<file path="config.mk">
export PLATFORM = sky130hd
export DESIGN_NAME = output_7seg_scan
export DESIGN_NICKNAME = d
export VERILOG_FILES = /design/src/rtl/output_7seg_scan.sv
export SDC_FILE = /design/constraint.sdc
export NUM_CORES = 1
export LEC_CHECK = 0
export BUFFER_PORTS_ARGS = -buffer_cell sky130_fd_sc_hd__buf_2
export CAP_MARGIN = 20
export CORE_MARGIN = 5
export CORE_UTILIZATION = 30
export DETAILED_ROUTE_END_ITERATION = 6
export GPL_ROUTABILITY_DRIVEN = 0
export HOLD_SLACK_MARGIN = 0.15
export SETUP_SLACK_MARGIN = 0.5
export SYNTH_ARGS = -nofsm -noshare
export SYNTH_HDL_FRONTEND = slang
export SYNTH_SLANG_ARGS = --single-unit
</file>
<file path="constraint.sdc">
create_clock -name clock -period 3.5 [get_ports clock]
set_clock_uncertainty 0.2 [all_clocks]
set_input_delay 0.7 -clock clock [delete_from_list [all_inputs] [get_ports clock]]
set_output_delay 0.7 -clock clock [all_outputs]
set_load 0.02 [all_outputs]
</file>
<file path="src/rtl/output_7seg_scan.sv">
// output_7seg_scan: time-multiplexed seven-segment driver with a
// double-buffered display value, a ghost-guard slot per digit, leading-zero
// blanking and a whole-display blink.
module output_7seg_scan #(
  parameter int DIGITS         = 4,
  parameter int PRESCALE       = 1000,
  parameter int BLINK_FRAMES   = 64,
  parameter bit SEG_ACTIVE_LOW = 1'b1,
  parameter bit DIG_ACTIVE_LOW = 1'b1
) (
  input  logic                  clock,
  input  logic                  reset_n,
  input  logic [4*DIGITS-1:0]   value,
  input  logic [DIGITS-1:0]     dp,
  input  logic                  load,
  input  logic                  enable,
  input  logic                  blank_lz,
  input  logic                  blink_en,
  output logic [6:0]            segments,
  output logic                  dp_out,
  output logic [DIGITS-1:0]     digit_sel,
  output logic                  frame_done
);

  localparam int PW = $clog2(PRESCALE);
  localparam int IW = (DIGITS > 1) ? $clog2(DIGITS) : 1;
  localparam int BW = (BLINK_FRAMES > 1) ? $clog2(BLINK_FRAMES) : 1;

  localparam logic [PW-1:0]     PRESC_LAST = PW'(PRESCALE - 1);
  localparam logic [IW-1:0]     IDX_LAST   = IW'(DIGITS - 1);
  localparam logic [BW-1:0]     BLINK_LAST = BW'(BLINK_FRAMES - 1);
  localparam logic [6:0]        SEG_OFF    = SEG_ACTIVE_LOW ? 7'h7F : 7'h00;
  localparam logic              DP_OFF     = SEG_ACTIVE_LOW;
  localparam logic [DIGITS-1:0] DIG_OFF    = DIG_ACTIVE_LOW ? '1 : '0;

  logic [4*DIGITS-1:0] shadow_val;
  logic [DIGITS-1:0]   shadow_dp;
  logic [4*DIGITS-1:0] active_val;
  logic [DIGITS-1:0]   active_dp;
  logic                pending;
  logic [PW-1:0]       presc;
  logic [IW-1:0]       idx;
  logic [BW-1:0]       blink_cnt;
  logic                blink_phase;

  logic                last_slot;
  logic                last_digit;
  logic                boundary;
  logic                transfer_ok;
  logic                dark;
  logic [3:0]          cur_nib;
  logic                cur_dp;
  logic                cur_blank;
  logic [DIGITS-1:0]   lz_blank;
  logic                upper_zero;
  logic [DIGITS-1:0]   onehot;

  // Full hexadecimal glyph table, bit0 = a ... bit6 = g, lit = 1.
  function automatic logic [6:0] decode(input logic [3:0] n);
    case (n)
      4'h0: decode = 7'h3F;
      4'h1: decode = 7'h06;
      4'h2: decode = 7'h5B;
      4'h3: decode = 7'h4F;
      4'h4: decode = 7'h66;
      4'h5: decode = 7'h6D;
      4'h6: decode = 7'h7D;
      4'h7: decode = 7'h07;
      4'h8: decode = 7'h7F;
      4'h9: decode = 7'h6F;
      4'hA: decode = 7'h77;
      4'hB: decode = 7'h7C;
      4'hC: decode = 7'h39;
      4'hD: decode = 7'h5E;
      4'hE: decode = 7'h79;
      default: decode = 7'h71;
    endcase
  endfunction

  assign last_slot   = (presc == PRESC_LAST);
  assign last_digit  = (idx == IDX_LAST);
  assign boundary    = enable && last_slot && last_digit;
  assign transfer_ok = boundary || !enable;
  assign dark        = blink_en && !blink_phase;
  assign onehot      = DIGITS'(1) << idx;

  // Select the digit being scanned and work out leading-zero blanking from the top digit down.
  always_comb begin
    cur_nib    = 4'h0;
    cur_dp     = 1'b0;
    cur_blank  = 1'b0;
    lz_blank   = '0;
    upper_zero = 1'b1;
    for (int k = DIGITS - 1; k >= 0; k--) begin
      upper_zero  = upper_zero && (active_val[4*k +: 4] == 4'h0);
      lz_blank[k] = blank_lz && upper_zero && (k != 0);
    end
    for (int k = 0; k < DIGITS; k++) begin
      if (IW'(k) == idx) begin
        cur_nib   = active_val[4*k +: 4];
        cur_dp    = active_dp[k];
        cur_blank = lz_blank[k];
      end
    end
  end

  // Double buffer: loads land in shadow and move to active only at a frame boundary or while parked.
  always_ff @(posedge clock) begin
    if (!reset_n) begin
      shadow_val <= '0;
      shadow_dp  <= '0;
      active_val <= '0;
      active_dp  <= '0;
      pending    <= 1'b0;
    end else if (load) begin
      shadow_val <= value;
      shadow_dp  <= dp;
      if (transfer_ok) begin
        active_val <= value;
        active_dp  <= dp;
        pending    <= 1'b0;
      end else begin
        pending    <= 1'b1;
      end
    end else if (pending && transfer_ok) begin
      active_val <= shadow_val;
      active_dp  <= shadow_dp;
      pending    <= 1'b0;
    end
  end

  // Slot prescaler, digit index and per-frame blink counter; all parked at zero while disabled.
  always_ff @(posedge clock) begin
    if (!reset_n) begin
      presc       <= '0;
      idx         <= '0;
      blink_cnt   <= '0;
      blink_phase <= 1'b1;
    end else if (!enable) begin
      presc       <= '0;
      idx         <= '0;
      blink_cnt   <= '0;
    end else if (last_slot) begin
      presc <= '0;
      if (last_digit) begin
        idx <= '0;
        if (blink_cnt == BLINK_LAST) begin
          blink_cnt   <= '0;
          blink_phase <= ~blink_phase;
        end else begin
          blink_cnt <= blink_cnt + BW'(1);
        end
      end else begin
        idx <= idx + IW'(1);
      end
    end else begin
      presc <= presc + PW'(1);
    end
  end

  // Registered pin drivers; the first cycle of each slot keeps every digit off to hide ghosting.
  always_ff @(posedge clock) begin
    if (!reset_n) begin
      segments   <= SEG_OFF;
      dp_out     <= DP_OFF;
      digit_sel  <= DIG_OFF;
      frame_done <= 1'b0;
    end else begin
      frame_done <= boundary;
      if (!enable || dark) begin
        segments  <= SEG_OFF;
        dp_out    <= DP_OFF;
        digit_sel <= DIG_OFF;
      end else begin
        if (cur_blank) segments <= SEG_OFF;
        else           segments <= SEG_ACTIVE_LOW ? ~decode(cur_nib) : decode(cur_nib);
        dp_out <= SEG_ACTIVE_LOW ? ~cur_dp : cur_dp;
        if (presc == '0) digit_sel <= DIG_OFF;
        else             digit_sel <= DIG_ACTIVE_LOW ? ~onehot : onehot;
      end
    end
  end

endmodule
</file>
Yosys cells after proc, flatten, opt, wreduce, memory -nomap -nowiden
Memory sizes are Yosys's and may differ from the RTL's.
Cells that the tools add are included.
- flip-flop bits (word level): 73
- memory bits (read-only): 112
- input port bits: 26
- memories kept: 1
- add/subtract/negate cells: 3
- equality and inequality tests: 7
- shift-type cells: 1
- multiplexer cells: 25
- bitwise operators: 6
- reductions and logical operators: 27
- memories (memory ; words ; width ; read ports ; clocked after Yosys merged registers in ; write ports ; RTL line ; source):
    (name not given) ; 16 ; 7 ; 1 ; 0 ; 0 ; 60 ; case (n)
- operator list (kind ; number):
    $mux 16 ; 3
    $mux 4 ; 7
    $mux 7 ; 3
    $logic_not 4->1 ; 3
    $add 10x1->10 const B ; 1
    $eq 10x10->1 const B ; 1
    $logic_not 10->1 ; 1
    $mux 1 ; 10
    $logic_and 1x1->1 ; 9
    $reduce_or 3->1 ; 3
    $not 7->7 ; 1
    $add 6x1->6 const B ; 1
    $eq 6x6->1 const B ; 1
    $mux 6 ; 1
    $reduce_and 2->1 ; 3
    $eq 2x2->1 const A ; 2
    $not 1->1 ; 4
    $not 4->4 ; 1
    $reduce_and 4->1 ; 1
    $shl 1x2->4 const A ; 1
    $add 2x1->2 const B ; 1
    $eq 1x2->1 const A ; 1
    $eq 2x2->1 const B ; 1
    $logic_not 1->1 ; 2
    6 further kinds ; 7

Logic depth before layout (Yosys ltp)
Gate-level depths: netlist of run 1.
- depth after elaboration: 11
- depth in mapped cells: 11

Worst setup path before layout of run 1
No wires, ideal clock.
- path kind: register to register
- start: register idx[1]
- end: register segments[3]
- data arrival time: 2.188 ns
- slack: 0.971 ns
- stages on the path, launching flop included: 11
- path buffers: 1
- clock period less this slack: 2.529 ns
- path through: dfxtp_1 inv_1 ha_1 buf_4 o211a_1 a221oi_1 inv_1 ha_1 nor2b_1 a211oi_1 o21ai_0
- longest elaborated chain between the ends: 10
- elaborated cells between the ends (all ways): 17
- classes of those cells: eq/ne: 3; mux: 10; bitwise: 1; reduce/logical: 2; memory: 1
- RTL lines (item ; RTL line ; source):
    start, declared ; 42 ; logic [IW-1:0] idx;
    start signal, assigned ; 154 ; idx <= idx + IW'(1);
    $logic_not 2->1 ; 99 ; if (IW'(k) == idx) begin
    $mux 4 (4 in a row) ; 99 ;
    $mem_v2 16x7 ; - ;
    $mux 7 ; 175 ; if (cur_blank) segments <= SEG_OFF;
    $mux 7 ; 170 ; if (!enable || dark) begin
    $mux 7 ; 163 ; if (!reset_n) begin
    $not 7->7 ; 176 ; else segments <= SEG_ACTIVE_LOW ? ~decode(cur_nib) : decode(cur_nib);
    end signal, assigned ; 176 ;
    end, declared ; 19 ; output logic [6:0] segments,
Parallel ways exist; a longest one is shown, timed or not. The select of a mux whose other input is x is not followed.
A chain may end at the register's enable or synchronous reset.

Worst setup path after layout of run 1
Same ends and word-level chain as after synthesis.

==> results of run 1 <==
-- repair_timing --
item / 4_1_cts / 5_1_grt
setup endpoints to repair: 0 / 1
hold endpoints to repair: 0 / 0
gates resized for setup: 0 / 1
hold buffers: 0 / 0
-- metal layers --
metal / wire length, um / GRT usage / share of wire / up-vias
li1: - / - / - / 1291
met1: 2880 / 0.128 / 0.44 / 1114
met2: 3090 / 0.178 / 0.48 / 52
met3: 328 / 0.0317 / 0.051 / 14
met4: 173 / 0.0499 / 0.027 / 0
met5: 0 / 0 / 0 / -
-- per-stage QoR --
| stage | utilization | cells |
|---|---|---|
| after floorplan | - | 359 |
| after global placement | 0.331 | 524 |
| after detailed placement | 0.331 | 524 |
| after CTS | 0.352 | 540 |
| after global routing | 0.352 | 540 |
| final | 0.352 | 540 |
-- final cells by class --
type,count,share of cell area
Multi-Input combinational cell,258,0.440
Inverter,11,0.0109
Sequential cell,73,0.386
Tap cell,140,0.0463
Clock buffer,11,0.0374
Clock inverter,5,0.0208
Timing Repair Buffer,42,0.0582
-- sequential cells by signal, summed over array words and instances, names as in the netlist --
signal       flops
shadow_dp        4
presc           10
shadow_val      16
segments         7
pending          1
blink_cnt        6
frame_done       1
active_dp        4
digit_sel        4
active_val      16
blink_phase      1
dp_out           1
idx              2
-- power groups by stage --
stage               sequential (mW)  clock, mW  combinational (mW)
CTS                           0.876      0.743               0.139
finish                        0.876      0.717               0.137
global placement              0.896          0               0.135
floorplan                     0.899          0              0.0926
global route                  0.880      0.781               0.156
detailed placement            0.896          0               0.138
-- worst max-delay path by stage --
stage | endpoint | slack (ns) | depth (start not counted)
3_5_place_dp | segments[3]$_SDFF_PP1_ | 0.71 | 10
3_3_place_gp | segments[3]$_SDFF_PP1_ | 0.83 | 9
2_1_floorplan | segments[3]$_SDFF_PP1_ | 0.97 | 10
4_1_cts | segments[3]$_SDFF_PP1_ | 0.72 | 10
5_1_grt | segments[3]$_SDFF_PP1_ | 0.65 | 7
6_report | segments[3]$_SDFF_PP1_ | 0.88 | 7
-- synthesized netlist by cell type (all sizes together) (2+ instances only) --
master | number | area [um^2]
nor3 | 6 | 30.0
nand4 | 3 | 33.8
or3 | 2 | 12.5
a21o | 21 | 158
buf | 11 | 70.1
xnor2 | 6 | 52.6
nand2b | 3 | 18.8
nor3b | 2 | 15.0
xor2 | 5 | 43.8
clkbuf | 6 | 22.5
nor2b | 24 | 150
nand3 | 7 | 35.0
o21ai | 5 | 25.0
dfxtp | 73 | 1460
a21oi | 16 | 83.8
a311oi | 2 | 23.8
nand2 | 46 | 173
nor2 | 44 | 168
o221ai | 4 | 35.0
ha | 13 | 163
and3 | 4 | 26.3
nand3b | 3 | 22.5
inv | 11 | 41.3
mux2i | 23 | 230
a211oi | 2 | 15.0
and4 | 2 | 22.5
-- kinds of logic (layout without fill, tap and decap cells) --
kind of cell | after synthesis | in the layout | share of synthesized area
flip-flops | 73 | 73 | 0.449
buffers and inverters | 28 | 69 | 0.0411
XOR/XNOR | 11 | 11 | 0.0296
AND/OR/NAND/NOR | 152 | 152 | 0.231
adder cells (fa/ha/maj) | 13 | 13 | 0.0500
AO/OA/AOI/OAI | 59 | 59 | 0.128
multiplexers | 23 | 23 | 0.0707
==> flow_summary.toml, run 1 <==
[critical_path]
max_stage_delay_ns = 0.79
timing.rr.end = "segments[3]$_SDFF_PP1_"
start_kind = "flop"
arrival_ns = 2.60
slowest_stage = "a311oi_2"
endpoint_kind = "flop"
crit_start = "idx[1]$_SDFFE_PN0N_"
crit_type = "flop to flop"
cp_cell_sequence = "inv_1, ha_1, nand3b_1, a311oi_2, and2b_1, a211oi_1, o21ai_0"
rrSetupSlack_ns = 0.88
path_delay_family = "compound AO/OA/AOI/OAI gates"
cp_num_buf_inv = 1
worstPathMaxFanout = 15
reg2reg_depth = 7
worstPathRequired_ns = 3.49
crit-reg2reg-launch = "idx[1]$_SDFFE_PN0N_"

[clock_tree]
clock-sinks = 73
cts_buffers = 9
root_buffer = "clkbuf_8"
cts_tree = "yes"
cts_max_level = 3
path_clk_slew_ns = 0.07
post_cts_buffers = 0
clock_latency_ns = 0.34
ctsLongestPathBuffers = 2

[final_layout]
final_layout_size_suffix_gt1_frac = 0.165
fillers = 1117
antennaDiodeCount = 0
final_area_um2 = 3780
final_common_cell = "dfxtp_1"
synthToLayoutAreaGrowth_pct = 16.3
layout.area.seq_um2 = 1460
final_cell_mix = "dfxtp_1, nand2_1, nor2_1"
multiInputGateArea_um2 = 1670
nets = 434

[pwr]
p_int_mw = 1.34
seq_power_share = 0.506
switching_share = 0.224
clkPwrFrac = 0.414
comb_power_share = 0.079
power.total_mw = 1.73
p_leak_nw = 1.65
power.net_switching_mw = 0.388
power_density_nw_per_um2 = 457
ir_drop_uv = 159

[run]
drv_cap = 0

[worst_hold_path]
hold_class = "flop to flop"
hold_end = "presc[0]$_SDFF_PP0_"
hold_depth = 1
holdCritStartpoint = "presc[0]$_SDFF_PP0_"

[floorplan]
core_um2 = 10700
num_rows = 38
die_h_um = 114
dieArea_um2 = 13000
start_util = 0.303
die_w_um = 114
boundaryPins = 39

[placement]
place_worst_setup_slack_ns = 0.714
io_buffers = 38
dpl.hpwl_um = 4720
placed_cell_area_um2 = 3560

[sta]
setup_slack_ns = 0.882
setup_violations = 0
timing.final.crit_share = 0.748
worst_pin_slew_ns = 0.883
period_minus_slack_ns = 2.62
drv_slew = 0
fmax_ghz = 0.382
whs_ns = 0.278
hold_viol = 0
slew_headroom = 0.412
rsz0062_at_grt = "no"
tns_ns = 0

[outcome]
status = "complete, no violations"

[drt]
vias_per_cell = 4.58
firstDrtPassIters = 4
vias = 2471
drcViolationCount = 0
drt_iter0_drc = 76
ant_nets = 0
wl_um = 6480
wire_per_inst_um = 12.0

[global_route]
grt_max_degree = 43
grt_pass1_vias = 2367
grt_first_pass_wirelength_um = 11200
overflow = 0
grt_usage = 0.107
antenna_found_initial = 0

[logic_synthesis]
ys_seq_elements = 73
synth_area_per_cell_um2 = 9.07
async_reset_ff_frac = 0
ys.warnings.count = 0
synth_edf_count = 0
synthFlopType = "dfxtp_1"
ys_types = 48
netlist_area_um2 = 3250
ys_seq_area_frac = 0.449
syn-num-nets = 398
syn_inst = 359
No activity file was read; power rests on OpenSTA's default activity.
==> run 2: changes to the inputs <==
--- a/config.mk
+++ b/config.mk
@@ -5,6 +5,7 @@
 export SDC_FILE = /design/constraint.sdc
 export NUM_CORES = 1
 export LEC_CHECK = 0
+export ABC_AREA = 1
 export BUFFER_PORTS_ARGS = -buffer_cell sky130_fd_sc_hd__buf_2
 export CAP_MARGIN = 20
 export CORE_MARGIN = 5
==> constraint.sdc (replaced) <==
create_clock -name clock -period 2.1 [get_ports clock]
set_clock_uncertainty 0.2 [all_clocks]
set_input_delay 0.42 -clock clock [delete_from_list [all_inputs] [get_ports clock]]
set_output_delay 0.42 -clock clock [all_outputs]
set_load 0.02 [all_outputs]
==> run 2 against run 1 <==
- die area increased by 4.0%
- via count increased by 29%
- global-route usage increased by 3.0 points
- cell area increased by 27%
- fmax increased by 34%
- critical endpoint unchanged
- largest cell class unchanged
==> flow_summary.toml, run 2 <==
[global_route]
grt_usage = 0.137
grt_first_pass_wirelength_um = 15000
grt_max_degree = 42
grt_pass1_vias = 3130
overflow = 0
antenna_found_initial = 0

[sta]
setup_violations = 0
whs_ns = 0.180
period_minus_slack_ns = 1.95
rsz0062_at_grt = "yes"
fmax_ghz = 0.513
tns_ns = 0
hold_viol = 0
worst_pin_slew_ns = 0.602
slew_headroom = 0.599
timing.final.crit_share = 0.928
drv_slew = 0

[outcome]
status = "complete, no violations"

[logic_synthesis]
synth_edf_count = 0
synthFlopType = "dfxtp_1"
synth_top_cells_by_count = "nand2_1, dfxtp_1, nor2_1"
yosysTopAreaCellShare = 0.430
netlist_area_um2 = 3400
yosys.area_share.simple = 0.306
ys_seq_area_frac = 0.430
ys_types = 32
synth.most_common_cell = "nand2_1"
async_reset_ff_frac = 0
synth_top_family_by_area = "simple AND/OR/NAND/NOR gates"
ys_seq_elements = 73
synth_compound_area_frac = 0.0762
synth_area_per_cell_um2 = 7.57
synth-xor-area-share = 0.0129
syn_inst = 449
synth_adder_area_share = 0.0479
ys.warnings.count = 0
synth.area.top_cells = "dfxtp_1, nand2_1, nand3_1, nor2_1, a21oi_1"
synth_mux_area_frac = 0.0589
yosysTopAreaCell = "dfxtp_1"
syn-num-nets = 488

[floorplan]
start_util = 0.309
dieArea_um2 = 13600
die_h_um = 116
die_w_um = 116
boundaryPins = 39
num_rows = 38
core_um2 = 11000

[final_layout]
fillers = 1052
top_regs = "active_val (16), shadow_val (16), presc (10)"
layoutNonFillerInstCount = 660
final_cell_mix = "nand2_1, dfxtp_1, nor2_1"
synthToLayoutAreaGrowth_pct = 41.3
final_layout_size_suffix_gt1_frac = 0.373
nets = 554
final_common_cell = "nand2_1"
antennaDiodeCount = 0

[clock_tree]
clock-sinks = 73
cts_tree = "yes"
clock_latency_ns = 0.34
root_buffer = "clkbuf_16"
ctsLongestPathBuffers = 2
path_clk_slew_ns = 0.06
cts_max_level = 3
postCtsHoldBufs = 0
cts_buffers = 9

[critical_path]
endpoint_kind = "flop"
worstPathRequired_ns = 2.10
arrival_ns = 1.95
worstPathMaxFanout = 6
crit_type = "flop to flop"
start_kind = "flop"

[worst_hold_path]
hold_class = "primary input to flop"

[drt]
drcViolationCount = 0
vias_per_cell = 4.82
wire_per_inst_um = 13.6
drt_iter0_drc = 113
ant_nets = 0
firstDrtPassIters = 4
vias = 3182
wl_um = 8980

[pwr]
ir_drop_uv = 428
power_density_nw_per_um2 = 700
p_leak_nw = 2.05

[placement]
dpl.hpwl_um = 5480
dp_cells = 618
io_buffers = 38

[run]
drv_cap = 0
-- run 2: cell type report --
cell class              count  area (um^2)  share of cell area
multi-input cells         331         2280               0.476
clock inverters             6         47.5             0.00990
clock buffers              10          239              0.0498
well taps                 140          175              0.0365
repair buffers             67          442              0.0920
flip-flops and latches     73         1480               0.308
inverters                  33          136              0.0284
-- run 2: through the flow --
step	power, mW	utilization	setup WS (ns)	area, um^2
finish	3.36	0.437	0.151	4800
global route	3.48	0.437	0.0326	4800
CTS	3.35	0.417	0.185	4580
detailed placement	1.83	0.344	0.00352	3780
global placement	1.83	0.344	0.102	3780
floorplan	1.74	-	0.138	3460
-- run 2: power by group --
part | total [mW] | internal (mW) | switching (mW)
logic | 0.420 | 0.165 | 0.255
clock network | 1.46 | 0.842 | 0.615
registers | 1.48 | 1.45 | 0.0360
-- run 2: metal layers --
| metal | GRT usage | vias up | wire, um |
|---|---|---|---|
| met5 | 0 | - | 0 |
| met4 | 0.0541 | 0 | 174 |
| met3 | 0.0301 | 16 | 398 |
| met2 | 0.223 | 78 | 4250 |
| met1 | 0.178 | 1479 | 4160 |
| li1 | - | 1609 | - |
-- run 2: worst paths after layout --
kind / from / endpoint / slack, ns / cells past startpoint
max: idx[1]$_SDFFE_PN0N_ / segments[3]$_SDFF_PP1_ / 0.15 / 11
min: value[14] / shadow_val[14]$_SDFFE_PN0P_ / 0.18 / 3
max reg2reg: idx[1]$_SDFFE_PN0N_ / segments[3]$_SDFF_PP1_ / 0.15 / 11
min reg2reg: blink_phase$_SDFFE_PN1P_ / blink_phase$_SDFFE_PN1P_ / 0.26 / 2
-- run 2: cell families (layout without fill, tap and decap cells) --
kind of cell | Yosys count | in the layout
muxes | 20 | 20
buffers and inverters | 51 | 116
xor gates and xnor gates | 5 | 5
and+or+nand+nor | 240 | 246
DFF | 73 | 73
adders and majority gates | 13 | 13
AOI/OAI and AO/OA | 47 | 47
-- run 2: critical path, stage by stage, from the launching register on --
cell	delay [ns]
dfxtp_4	0.40
inv_6	0.05
ha_4	0.18
a21oi_2	0.13
nand2_2	0.07
a21oi_4	0.15
inv_2	0.10
ha_4	0.23
nand3_1	0.09
nand2_1	0.07
nand2_1	0.05
nand3_1	0.07
-- run 2: repair_timing --
action	CTS	global route
hold endpoints to repair	0	0
buffers inserted	14	6
gates cloned	5	1
setup endpoints to repair	41	46
resized for setup	70	52
pin swaps	39	40
==> run 3: changes to the inputs <==
--- a/config.mk
+++ b/config.mk
@@ -8,10 +8,10 @@
 export ABC_AREA = 1
 export BUFFER_PORTS_ARGS = -buffer_cell sky130_fd_sc_hd__buf_2
 export CAP_MARGIN = 20
+export CORE_ASPECT_RATIO = 1.75
 export CORE_MARGIN = 5
 export CORE_UTILIZATION = 30
 export DETAILED_ROUTE_END_ITERATION = 6
-export GPL_ROUTABILITY_DRIVEN = 0
 export HOLD_SLACK_MARGIN = 0.15
 export SETUP_SLACK_MARGIN = 0.5
 export SYNTH_ARGS = -nofsm -noshare
==> run 3 against run 2 <==
- combinational power fell by 3%
- utilization fell by 0.38 points
- global-route usage rose by 0.16 points
==> flow_summary.toml, run 3 (synthesis results as in run 2) <==
[sta]
drv_slew = 0
worst_pin_slew_ns = 0.595
rsz0062_at_grt = "yes"
slew_headroom = 0.603
hold_viol = 0
fmax_ghz = 0.519
setup_violations = 0
timing.final.crit_share = 0.918
period_minus_slack_ns = 1.93

[critical_path]
crit_type = "flop to flop"
worstPathMaxFanout = 5
slowest_stage = "dfxtp_4"
rrSetupSlack_ns = 0.17
start_kind = "flop"
arrival_ns = 1.95
cp_cell_sequence = "inv_4, ha_4, a21oi_2, nand2_2, a21oi_4, buf_6, ha_4, nand3b_1, nor2_1, nor2_1, nand2_1"
endpoint_kind = "flop"
max_stage_delay_ns = 0.39
worstPathRequired_ns = 2.12

[clock_tree]
cts_tree = "yes"
root_buffer = "clkbuf_16"
ctsLongestPathBuffers = 2
cts_buffers = 9
clock_latency_ns = 0.33
clock-sinks = 73
cts_max_level = 3
path_clk_slew_ns = 0.05

[final_layout]
final_util = 0.433
top_regs = "active_val (16), shadow_val (16), presc (10)"
fillers = 1095
nets = 556
multiInputGateArea_um2 = 2240
synthToLayoutAreaGrowth_pct = 41.6
final_common_cell = "nand2_1"
layout.area.seq_um2 = 1480
antennaDiodeCount = 0
final_cell_mix = "nand2_1, nor2_1, dfxtp_1"
final_layout_size_suffix_gt1_frac = 0.355

[drt]
wire_per_inst_um = 14.6
ant_nets = 0
firstDrtPassIters = 4
vias_per_cell = 4.94
vias = 3224
drcViolationCount = 0
drt_iter0_drc = 134
wl_um = 9510

[floorplan]
die_h_um = 151
boundaryPins = 39
die_w_um = 90.5
start_util = 0.306
core_um2 = 11100
num_rows = 51
dieArea_um2 = 13600

[global_route]
grt_pass1_vias = 3285
antenna_found_initial = 0
grt_max_degree = 42
grt_usage = 0.139
grt_first_pass_wirelength_um = 15400
overflow = 0

[pwr]
p_leak_nw = 2.08
power.total_mw = 3.51
power_density_nw_per_um2 = 730
ir_drop_uv = 644

[placement]
dpl.hpwl_um = 5900
io_buffers = 38
place_congestion = 0.868

[worst_hold_path]
hold_class = "primary input to flop"

[outcome]
status = "complete, no violations"

[run]
drv_cap = 0
[run 3: cell count changes in the layout (fill, tap and decap cells not counted), sizes merged]
cell,change
buf,+1
bufinv,+2
clkbuf,+2
clkinvlp,-2
dlygate4sd3,+1
inv,-3
[run 3: layer usage]
layer,GRT usage,share of wire,vias up
li1,-,-,1610
met1,0.142,0.38,1497
met2,0.265,0.55,91
met3,0.0268,0.033,26
met4,0.0715,0.036,0
met5,0,0,-
[run 3: layout make-up]
type	count	area share
multi-input combinational	331	0.467
sequential	73	0.308
timing repair buffer	69	0.0986
clock buffer	12	0.0512
tap	132	0.0343
inverter	33	0.0278
clock inverter	3	0.0135
[run 3: timing repair]
| action | 4_1_cts | 5_1_grt |
|---|---|---|
| gates resized for setup | 66 | 56 |
| setup endpoints to repair | 42 | 41 |
| pin swaps | 39 | 40 |
| gates cloned | 5 | 1 |
| endpoints found under the hold margin | 1 | 0 |
| hold buffers | 1 | 0 |
| setup buffers | 13 | 5 |
[run 3: critical path, delay by kind of cell (launching register included)]
kind,cells,cell delay (ns)
buffers and inverters,2,0.18
adders and majority gates,2,0.32
and+or+nand+nor,5,0.41
AOI/OAI and AO/OA,2,0.31
DFF,1,0.39
[run 3: path summary, 6_finish.rpt]
check,startpoint,cells past startpoint,endpoint
worst max register to register,idx[1]$_SDFFE_PN0N_,11,segments[2]$_SDFF_PP1_
worst min-delay path,value[2],3,shadow_val[2]$_SDFFE_PN0P_
worst max-delay path,idx[1]$_SDFFE_PN0N_,11,segments[2]$_SDFF_PP1_
worst min register to register,blink_phase$_SDFFE_PN1P_,2,blink_phase$_SDFFE_PN1P_
[run 3: stage by stage]
step,cell area [um^2],hold slack (ns),setup TNS (ns),cells,worst slack (ns)
6_report,4810,0.157,0,653,0.172
3_3_place_gp,3790,0.241,0,613,0.0526
3_5_place_dp,3790,0.248,-0.00936,613,-0.00698
5_1_grt,4810,0.159,0,653,0.0512
2_1_floorplan,3460,0.229,0,449,0.138
4_1_cts,4580,0.154,0,647,0.186
[run 3: report_power, final]
part / switching [mW] / internal [mW] / leakage [nW] / total (mW)
Combinational: 0.245 / 0.164 / 1.32 / 0.409
Clock: 0.552 / 1.06 / 0.153 / 1.62
Sequential: 0.0370 / 1.45 / 0.604 / 1.49
Total: 0.834 / 2.68 / 2.08 / 3.51
